===== config.mk =====
export PLATFORM = sky130hd
export DESIGN_NAME = bcd_rtc_counter_flat
export DESIGN_NICKNAME = d
export VERILOG_FILES = /design/src/rtl/bcd_rtc_counter_if.sv /design/src/rtl/bcd_rtc_counter.sv /design/src/flat_wrapper.sv
export SDC_FILE = /design/constraint.sdc
export NUM_CORES = 1
export LEC_CHECK = 0
export CORE_AREA = 4 4 92 94
export CTS_BUF_LIST = sky130_fd_sc_hd__clkbuf_8
export DETAILED_ROUTE_END_ITERATION = 16
export DIE_AREA = 0 0 96 98
export DONT_BUFFER_PORTS = 1
export GPL_TIMING_DRIVEN = 0
export PLACE_DENSITY = 0.68
export SYNTH_ARGS = -nofsm -noshare
export SYNTH_HDL_FRONTEND = slang
export SYNTH_SLANG_ARGS = --single-unit

===== constraint.sdc =====
create_clock -name clk -period 3.5 [get_ports clk]
set_input_delay 0 -clock clk [delete_from_list [all_inputs] [get_ports clk]]
set_output_delay 0 -clock clk [all_outputs]
set_load 0.01 [all_outputs]

===== src/rtl/bcd_rtc_counter_if.sv =====
// Signal bundle between the tick/load source and the RTC time counter.
// The master drives ticks, loads and the display mode; the slave returns display digits and strobes.
interface bcd_rtc_counter_if;
  logic       tick;
  logic       enable;
  logic       load;
  logic [3:0] new_hr_ms;
  logic [3:0] new_hr_ls;
  logic [3:0] new_min_ms;
  logic [3:0] new_min_ls;
  logic [3:0] new_sec_ms;
  logic [3:0] new_sec_ls;
  logic       new_pm;
  logic       mode_12h;
  logic [3:0] hr_ms;
  logic [3:0] hr_ls;
  logic [3:0] min_ms;
  logic [3:0] min_ls;
  logic [3:0] sec_ms;
  logic [3:0] sec_ls;
  logic       pm;
  logic       load_err;
  logic       min_strobe;
  logic       hr_strobe;
  logic       day_strobe;

  modport master (
    output tick, enable, load,
    output new_hr_ms, new_hr_ls, new_min_ms, new_min_ls, new_sec_ms, new_sec_ls,
    output new_pm, mode_12h,
    input  hr_ms, hr_ls, min_ms, min_ls, sec_ms, sec_ls,
    input  pm, load_err, min_strobe, hr_strobe, day_strobe
  );

  modport slave (
    input  tick, enable, load,
    input  new_hr_ms, new_hr_ls, new_min_ms, new_min_ls, new_sec_ms, new_sec_ls,
    input  new_pm, mode_12h,
    output hr_ms, hr_ls, min_ms, min_ls, sec_ms, sec_ls,
    output pm, load_err, min_strobe, hr_strobe, day_strobe
  );
endinterface


===== src/rtl/bcd_rtc_counter.sv =====
// Loadable BCD time-of-day counter: 24-hour BCD core, registered 12/24-hour display,
// validated loads with an error pulse, and tick-driven rollover strobes.
module bcd_rtc_counter #(
  parameter int unsigned SECONDS_EN = 1,
  parameter int unsigned RESET_HOUR = 0,
  parameter int unsigned RESET_MIN  = 0
) (
  input logic              clk,
  input logic              reset_n,
  bcd_rtc_counter_if.slave rtc
);

  localparam bit         SEC_ON    = (SECONDS_EN != 0);
  localparam logic [3:0] RST_HR_T  = 4'(RESET_HOUR / 10);
  localparam logic [3:0] RST_HR_U  = 4'(RESET_HOUR % 10);
  localparam logic [3:0] RST_MIN_T = 4'(RESET_MIN / 10);
  localparam logic [3:0] RST_MIN_U = 4'(RESET_MIN % 10);
  localparam logic       RST_PM    = (RESET_HOUR >= 12);

  function automatic logic [7:0] bcd2bin8(input logic [3:0] t, input logic [3:0] u);
    return 8'(t) * 8'd10 + 8'(u);
  endfunction

  function automatic logic [4:0] hr_bin5(input logic [3:0] t, input logic [3:0] u);
    return 5'(t) * 5'd10 + 5'(u);
  endfunction

  function automatic logic [7:0] bin2bcd(input logic [4:0] h);
    if (h >= 5'd20) return {4'd2, 4'(h - 5'd20)};
    if (h >= 5'd10) return {4'd1, 4'(h - 5'd10)};
    return {4'd0, 4'(h)};
  endfunction

  // Core time, always 24-hour BCD
  logic [3:0] r_hr_t, r_hr_u, r_min_t, r_min_u, r_sec_t, r_sec_u;

  // Stage-1 event flags, re-registered so they line up with the display update
  logic r_err_s1, r_min_stb_s1, r_hr_stb_s1, r_day_stb_s1;

  // Display and strobe output registers
  logic [3:0] r_hr_ms, r_hr_ls, r_min_ms, r_min_ls, r_sec_ms, r_sec_ls;
  logic       r_pm, r_load_err, r_min_stb, r_hr_stb, r_day_stb;

  logic       w_tick_en;
  logic       w_dig_ok;
  logic       w_hr_ok;
  logic       w_ld_valid;
  logic       w_ld_accept;
  logic       w_tick_adv;
  logic [7:0] w_ld_hr_bin;
  logic [4:0] w_ld_hr24;
  logic [7:0] w_ld_hr_bcd;

  logic       w_sec_wrap, w_min_wrap, w_day_wrap;
  logic [3:0] w_nx_hr_t, w_nx_hr_u, w_nx_min_t, w_nx_min_u, w_nx_sec_t, w_nx_sec_u;

  logic [4:0] w_core_hr;
  logic [4:0] w_disp_hr;
  logic [7:0] w_disp_hr_bcd;

  assign w_tick_en = rtc.tick & rtc.enable;

  // Load validation; hour range depends on the format the load is expressed in
  assign w_dig_ok = (rtc.new_hr_ms  <= 4'd9) && (rtc.new_hr_ls  <= 4'd9) &&
                    (rtc.new_min_ms <= 4'd5) && (rtc.new_min_ls <= 4'd9) &&
                    (!SEC_ON || ((rtc.new_sec_ms <= 4'd5) && (rtc.new_sec_ls <= 4'd9)));

  assign w_ld_hr_bin = bcd2bin8(rtc.new_hr_ms, rtc.new_hr_ls);

  assign w_hr_ok = rtc.mode_12h ? ((w_ld_hr_bin >= 8'd1) && (w_ld_hr_bin <= 8'd12))
                                : (w_ld_hr_bin <= 8'd23);

  assign w_ld_valid  = w_dig_ok & w_hr_ok;
  assign w_ld_accept = rtc.load & w_ld_valid;
  assign w_tick_adv  = w_tick_en & ~w_ld_accept;

  always_comb begin
    w_ld_hr24 = w_ld_hr_bin[4:0];
    if (rtc.mode_12h) begin
      if (w_ld_hr_bin == 8'd12) begin
        w_ld_hr24 = rtc.new_pm ? 5'd12 : 5'd0;
      end else if (rtc.new_pm) begin
        w_ld_hr24 = w_ld_hr_bin[4:0] + 5'd12;
      end
    end
  end

  assign w_ld_hr_bcd = bin2bcd(w_ld_hr24);

  // Without a seconds field every tick is a minute, so the seconds wrap is always true
  assign w_sec_wrap = SEC_ON ? ((r_sec_t == 4'd5) && (r_sec_u == 4'd9)) : 1'b1;
  assign w_min_wrap = w_sec_wrap && (r_min_t == 4'd5) && (r_min_u == 4'd9);
  assign w_day_wrap = w_min_wrap && (r_hr_t == 4'd2) && (r_hr_u == 4'd3);

  always_comb begin
    w_nx_sec_t = r_sec_t;
    w_nx_sec_u = r_sec_u;
    w_nx_min_t = r_min_t;
    w_nx_min_u = r_min_u;
    w_nx_hr_t  = r_hr_t;
    w_nx_hr_u  = r_hr_u;

    if (SEC_ON) begin
      if (r_sec_u == 4'd9) begin
        w_nx_sec_u = '0;
        w_nx_sec_t = (r_sec_t == 4'd5) ? '0 : r_sec_t + 4'd1;
      end else begin
        w_nx_sec_u = r_sec_u + 4'd1;
      end
    end

    if (w_sec_wrap) begin
      if (r_min_u == 4'd9) begin
        w_nx_min_u = '0;
        w_nx_min_t = (r_min_t == 4'd5) ? '0 : r_min_t + 4'd1;
      end else begin
        w_nx_min_u = r_min_u + 4'd1;
      end
    end

    if (w_min_wrap) begin
      if (w_day_wrap) begin
        w_nx_hr_t = '0;
        w_nx_hr_u = '0;
      end else if (r_hr_u == 4'd9) begin
        w_nx_hr_u = '0;
        w_nx_hr_t = r_hr_t + 4'd1;
      end else begin
        w_nx_hr_u = r_hr_u + 4'd1;
      end
    end
  end

  always_ff @(posedge clk or negedge reset_n) begin
    if (!reset_n) begin
      r_hr_t  <= RST_HR_T;
      r_hr_u  <= RST_HR_U;
      r_min_t <= RST_MIN_T;
      r_min_u <= RST_MIN_U;
      r_sec_t <= '0;
      r_sec_u <= '0;
    end else if (w_ld_accept) begin
      r_hr_t  <= w_ld_hr_bcd[7:4];
      r_hr_u  <= w_ld_hr_bcd[3:0];
      r_min_t <= rtc.new_min_ms;
      r_min_u <= rtc.new_min_ls;
      r_sec_t <= SEC_ON ? rtc.new_sec_ms : '0;
      r_sec_u <= SEC_ON ? rtc.new_sec_ls : '0;
    end else if (w_tick_en) begin
      r_hr_t  <= w_nx_hr_t;
      r_hr_u  <= w_nx_hr_u;
      r_min_t <= w_nx_min_t;
      r_min_u <= w_nx_min_u;
      r_sec_t <= w_nx_sec_t;
      r_sec_u <= w_nx_sec_u;
    end
  end

  always_ff @(posedge clk or negedge reset_n) begin
    if (!reset_n) begin
      r_err_s1     <= 1'b0;
      r_min_stb_s1 <= 1'b0;
      r_hr_stb_s1  <= 1'b0;
      r_day_stb_s1 <= 1'b0;
    end else begin
      r_err_s1     <= rtc.load & ~w_ld_valid;
      r_min_stb_s1 <= w_tick_adv & w_sec_wrap;
      r_hr_stb_s1  <= w_tick_adv & w_min_wrap;
      r_day_stb_s1 <= w_tick_adv & w_day_wrap;
    end
  end

  assign w_core_hr = hr_bin5(r_hr_t, r_hr_u);

  always_comb begin
    w_disp_hr = w_core_hr;
    if (rtc.mode_12h) begin
      if (w_core_hr == 5'd0) begin
        w_disp_hr = 5'd12;
      end else if (w_core_hr > 5'd12) begin
        w_disp_hr = w_core_hr - 5'd12;
      end
    end
  end

  assign w_disp_hr_bcd = bin2bcd(w_disp_hr);

  always_ff @(posedge clk or negedge reset_n) begin
    if (!reset_n) begin
      r_hr_ms    <= RST_HR_T;
      r_hr_ls    <= RST_HR_U;
      r_min_ms   <= RST_MIN_T;
      r_min_ls   <= RST_MIN_U;
      r_sec_ms   <= '0;
      r_sec_ls   <= '0;
      r_pm       <= RST_PM;
      r_load_err <= 1'b0;
      r_min_stb  <= 1'b0;
      r_hr_stb   <= 1'b0;
      r_day_stb  <= 1'b0;
    end else begin
      r_hr_ms    <= w_disp_hr_bcd[7:4];
      r_hr_ls    <= w_disp_hr_bcd[3:0];
      r_min_ms   <= r_min_t;
      r_min_ls   <= r_min_u;
      r_sec_ms   <= r_sec_t;
      r_sec_ls   <= r_sec_u;
      r_pm       <= (w_core_hr >= 5'd12);
      r_load_err <= r_err_s1;
      r_min_stb  <= r_min_stb_s1;
      r_hr_stb   <= r_hr_stb_s1;
      r_day_stb  <= r_day_stb_s1;
    end
  end

  assign rtc.hr_ms      = r_hr_ms;
  assign rtc.hr_ls      = r_hr_ls;
  assign rtc.min_ms     = r_min_ms;
  assign rtc.min_ls     = r_min_ls;
  assign rtc.sec_ms     = r_sec_ms;
  assign rtc.sec_ls     = r_sec_ls;
  assign rtc.pm         = r_pm;
  assign rtc.load_err   = r_load_err;
  assign rtc.min_strobe = r_min_stb;
  assign rtc.hr_strobe  = r_hr_stb;
  assign rtc.day_strobe = r_day_stb;

endmodule

===== src/flat_wrapper.sv =====
// flat-port wrapper written by rule: the top's interface ports become plain ports
module bcd_rtc_counter_flat 
#(
  parameter int unsigned SECONDS_EN = 1,
  parameter int unsigned RESET_HOUR = 0,
  parameter int unsigned RESET_MIN  = 0
)
  (clk, reset_n, rtc_tick, rtc_enable, rtc_load, rtc_new_hr_ms, rtc_new_hr_ls, rtc_new_min_ms, rtc_new_min_ls, rtc_new_sec_ms, rtc_new_sec_ls, rtc_new_pm, rtc_mode_12h, rtc_hr_ms, rtc_hr_ls, rtc_min_ms, rtc_min_ls, rtc_sec_ms, rtc_sec_ls, rtc_pm, rtc_load_err, rtc_min_strobe, rtc_hr_strobe, rtc_day_strobe);
  bcd_rtc_counter_if rtc_i ();
  input logic clk;
  input logic reset_n;
  input wire logic [$bits(rtc_i.tick)-1:0] rtc_tick;
  input wire logic [$bits(rtc_i.enable)-1:0] rtc_enable;
  input wire logic [$bits(rtc_i.load)-1:0] rtc_load;
  input wire logic [$bits(rtc_i.new_hr_ms)-1:0] rtc_new_hr_ms;
  input wire logic [$bits(rtc_i.new_hr_ls)-1:0] rtc_new_hr_ls;
  input wire logic [$bits(rtc_i.new_min_ms)-1:0] rtc_new_min_ms;
  input wire logic [$bits(rtc_i.new_min_ls)-1:0] rtc_new_min_ls;
  input wire logic [$bits(rtc_i.new_sec_ms)-1:0] rtc_new_sec_ms;
  input wire logic [$bits(rtc_i.new_sec_ls)-1:0] rtc_new_sec_ls;
  input wire logic [$bits(rtc_i.new_pm)-1:0] rtc_new_pm;
  input wire logic [$bits(rtc_i.mode_12h)-1:0] rtc_mode_12h;
  output wire logic [$bits(rtc_i.hr_ms)-1:0] rtc_hr_ms;
  output wire logic [$bits(rtc_i.hr_ls)-1:0] rtc_hr_ls;
  output wire logic [$bits(rtc_i.min_ms)-1:0] rtc_min_ms;
  output wire logic [$bits(rtc_i.min_ls)-1:0] rtc_min_ls;
  output wire logic [$bits(rtc_i.sec_ms)-1:0] rtc_sec_ms;
  output wire logic [$bits(rtc_i.sec_ls)-1:0] rtc_sec_ls;
  output wire logic [$bits(rtc_i.pm)-1:0] rtc_pm;
  output wire logic [$bits(rtc_i.load_err)-1:0] rtc_load_err;
  output wire logic [$bits(rtc_i.min_strobe)-1:0] rtc_min_strobe;
  output wire logic [$bits(rtc_i.hr_strobe)-1:0] rtc_hr_strobe;
  output wire logic [$bits(rtc_i.day_strobe)-1:0] rtc_day_strobe;
  assign rtc_i.tick = rtc_tick;
  assign rtc_i.enable = rtc_enable;
  assign rtc_i.load = rtc_load;
  assign rtc_i.new_hr_ms = rtc_new_hr_ms;
  assign rtc_i.new_hr_ls = rtc_new_hr_ls;
  assign rtc_i.new_min_ms = rtc_new_min_ms;
  assign rtc_i.new_min_ls = rtc_new_min_ls;
  assign rtc_i.new_sec_ms = rtc_new_sec_ms;
  assign rtc_i.new_sec_ls = rtc_new_sec_ls;
  assign rtc_i.new_pm = rtc_new_pm;
  assign rtc_i.mode_12h = rtc_mode_12h;
  assign rtc_hr_ms = rtc_i.hr_ms;
  assign rtc_hr_ls = rtc_i.hr_ls;
  assign rtc_min_ms = rtc_i.min_ms;
  assign rtc_min_ls = rtc_i.min_ls;
  assign rtc_sec_ms = rtc_i.sec_ms;
  assign rtc_sec_ls = rtc_i.sec_ls;
  assign rtc_pm = rtc_i.pm;
  assign rtc_load_err = rtc_i.load_err;
  assign rtc_min_strobe = rtc_i.min_strobe;
  assign rtc_hr_strobe = rtc_i.hr_strobe;
  assign rtc_day_strobe = rtc_i.day_strobe;
  bcd_rtc_counter #(.SECONDS_EN(SECONDS_EN), .RESET_HOUR(RESET_HOUR), .RESET_MIN(RESET_MIN)) u_core (.clk(clk), .reset_n(reset_n), .rtc(rtc_i));
endmodule

==> summary.txt <==
Die
  • I/O pin count: 60
  • Row cnt: 32
  • Initial Utilization: 43.9%
  • Core area: 0.00765 sq mm
  • Die height: 98 um
  • Die Width: 96 um
  • Die ar.: 0.00941 sq mm

Timing
  • Slew HR: between 60% and 70%
  • Fmax: 300 MHz
  • Final hold vios: 0
  • Fin Clk Skew: 19.2 ps
  • Final Setup Violations: 0
  • Post-route setup slack: between 150 and 200 ps
  • Hold Worst Slack: 26.2 ps
  • Final max-slew violation count: 0
  • Slew @ Worst Pin: about 560 ps
  • Period utilization: 95.3%
  • Period minus WS final: approximately 3300 ps

Detailed routing
  • Wire per inst: 15.4 um
  • First drt pass iteration count: 4
  • Detail Route Antenna Nets: 0
  • Number of remaining DRC errors: 0
  • Vias per cell: roughly 5.5
  • Via count: 2681
  • DR iter-0 viols: 134
  • WL final: 7500 um

Logic synthesis
  • Synth area leader: dfrtp_1
  • Share of the synthesized area in the top cell type: 41.0%
  • Synth warn: 0
  • Leading post-synthesis cells by cell area: dfrtp_1, ha_1, o21ai_0, nand2_1, xor2_1
  • Synth cell count leaders: dfrtp_1, o21ai_0, nand2_1, ha_1, nor2_1
  • Mean area per synthesized cell: 9.58 sq um
  • Synth Register Bits: 55
  • Count of cell types in the netlist: 67
  • Mapped cell area: 0.00335 sq mm
  • Register area share after synthesis: 41.0%
  • Async SR Flop Fraction: 100%
  • Mapped Cells: 350
  • Post-synth EDFFs: 0
  • Main synth FF type: dfrtp_1
  • Top-count cell post-synth: dfrtp_1

Critical path
  • CP Class: in2reg
  • Most common cell on crit path: ha_1
  • Cell Chain, Critical Path: ha_1 -> ha_1 -> fa_1 -> nand2_1 -> or4_1 -> o21ai_2 -> and3_1 -> buf_6 -> o21ai_1 -> a21oi_2 -> inv_2 -> ha_1 -> a21oi_1 -> o21ai_0 -> a2111oi_0 -> a311oi_1
  • CP required: 3690 ps
  • Critical path's top delay family: compound AO/OA/AOI/OAI gates
  • Worst path buffer plus inverter count: 2
  • Worst Path Arrival: 3530 ps
  • Max incr delay on CP: 550 ps
  • Worst Path Max Fanout: 7
  • Slowest cell on the critical path: fa_1
  • CP Capture Type: flop
  • Startpoint types: input port

Global route
  • Overflow after GRT: 0
  • First-pass GRT wire length: 12600 um
  • Number of global-route vias before repair: 2672
  • Total track usage: around 16%
  • Antenna violations before repair: 0
  • Largest net degree at the start of global routing: 56

Clocking
  • CTS tree: done
  • Worst-Skew Late Latency: 320 ps
  • Clock Path Buffers: 2
  • CTS buffer count: 5
  • Clock Tree Root: clkbuf_8
  • H-tree Lvls: 2
  • Clock slew at reported path FFs: 110 ps
  • Num Clock Sinks: 55

Placed design
  • Port bufs: 0
  • Pre-CTS setup slack: -130 ps
  • Placer Congestion: around 0.83
  • Post-DP HPWL: 5380 um
  • # placed instances: between 400 and 500

Power and ir drop
  • Max VDD drop: ~210 uV
  • Pwr Density: slightly below 500 mW/mm^2
  • Pleak: about 1.7 nW

Cells and area
  • Final #Nets: 442
  • Ant. Diodes: 0
  • Filler-free cell count of the finished design: 487
  • Layout cells sized above 1: around 12%
  • Area grow syn2layout: 15.6%

Job
  • # Max-Cap Violations: 0

Min path
  • Worst hold path class: in2reg

Run status
  • Status: finished, final reports clean
-- cell type report --
cell class | instances | area (sq um)
fill | 677 | 3770
multi-input combinational | 266 | 1870
sequential | 55 | 1380
timing repair buffer | 26 | 268
tap | 102 | 128
buffer | 15 | 86.3
clock buffer | 5 | 68.8
inverter | 15 | 56.3
clock inverter | 3 | 25.0
-- kinds of logic (layout without fill, tap and decap cells) --
logic type | after synthesis | after routing | synth area share [%]
AO/OA/AOI/OAI | 92 | 92 | 17.8
other | 1 | 2 | 0.112
AND/OR/NAND/NOR | 123 | 123 | 20.0
buffers and inverters | 30 | 64 | 4.25
flip-flops | 55 | 55 | 41.0
multiplexers | 5 | 5 | 1.68
adder cells (fa/ha/maj) | 27 | 27 | 10.7
XOR/XNOR | 17 | 17 | 4.44
-- worst reg2reg max path: cells and delay by family (launching register included) --
kind | cells | cell delay (ps)
buffers and inverters | 2 | 200
and+or+nand+nor | 2 | 290
muxes | 1 | 130
DFF | 1 | 450
adders and majority gates | 4 | 1070
xor gates and xnor gates | 1 | 230
AOI/OAI and AO/OA | 5 | 840
-- registers in the layout, indices dropped and copies added, names as in the netlist, 2 cells and up --
| name | count |
|---|---|
| u_core.r_sec_u | 4 |
| u_core.r_min_t | 4 |
| u_core.rtc.min_ls | 4 |
| u_core.rtc.hr_ms | 2 |
| u_core.r_sec_t | 4 |
| u_core.r_hr_t | 4 |
| u_core.r_hr_u | 4 |
| u_core.rtc.hr_ls | 4 |
| u_core.rtc.min_ms | 4 |
| u_core.r_min_u | 4 |
| u_core.rtc.sec_ls | 4 |
| u_core.rtc.sec_ms | 4 |
-- metrics by stage --
step / util, % / power (mW) / area, sq um / TNS (ps)
2_1_floorplan: - / 1.31 / 3360 / 0
3_3_place_gp: 45.6 / 1.41 / 3490 / -57.7
3_5_place_dp: 45.6 / 1.43 / 3490 / -130
4_1_cts: 49.9 / 1.84 / 3820 / 0
5_1_grt: 50.7 / 2.01 / 3880 / -22.6
6_report: 50.7 / 1.87 / 3880 / 0
-- layer usage --
| layer | track usage [%] | vias up | routed length, um |
|---|---|---|---|
| li1 | - | 1324 | - |
| met1 | 21.7 | 1290 | 3310 |
| met2 | 27.5 | 59 | 3780 |
| met3 | 2.77 | 8 | 301 |
| met4 | 4.70 | 0 | 106 |
| met5 | 0 | - | 0 |
-- power by group --
group,internal (mW),switching [mW]
clock,0.146,0.222
sequential,0.764,0.149
combinational,0.276,0.312
total,1.19,0.683
-- cells in the final DEF (no fill, tap or decap), types with 3 or more instances in the layout --
cell type       n
nand2_1        27
buf_2           3
nor4bb_1        3
nand4_1         6
a211oi_1        6
ha_1           24
and2_1          4
fa_1            3
nand3_1        13
o21ai_0        33
buf_4           7
xor2_1          9
inv_1          13
clkbuf_1        7
a21oi_1        15
nand4b_1        3
nand3b_1        3
xnor2_1         7
nor2_1         20
nor2b_1        10
dfrtp_1        53
a31oi_1         6
clkbuf_8        5
dlygate4sd3_1  21
nor3b_1         4
nor3_1         13
-- worst paths after layout --
kind                       slack, ps          startpoint                   end  cells past startpoint
hold reg to reg                  350  u_core.r_hr_stb_s1  u_core.rtc.hr_strobe                      0
min in group asynchronous        190             reset_n     u_core.r_sec_u[3]                      2
max in group asynchronous       3060             reset_n      u_core.r_hr_u[1]                      2
setup / recovery                 170    rtc_new_hr_ms[1]      u_core.r_hr_u[2]                     16
hold / removal                    30            rtc_tick     u_core.r_sec_u[2]                      3
setup reg to reg                 210    u_core.r_hr_t[0]   u_core.rtc.hr_ls[1]                     15
-- timing repair --
action                                  CTS  global route
gates resized for setup                   0            10
hold buffers                             22             0
endpoints found under the setup margin    0             4
buffers inserted                          0             4
endpoints found under the hold margin    73             0
(Power assumes the default switching activity.)
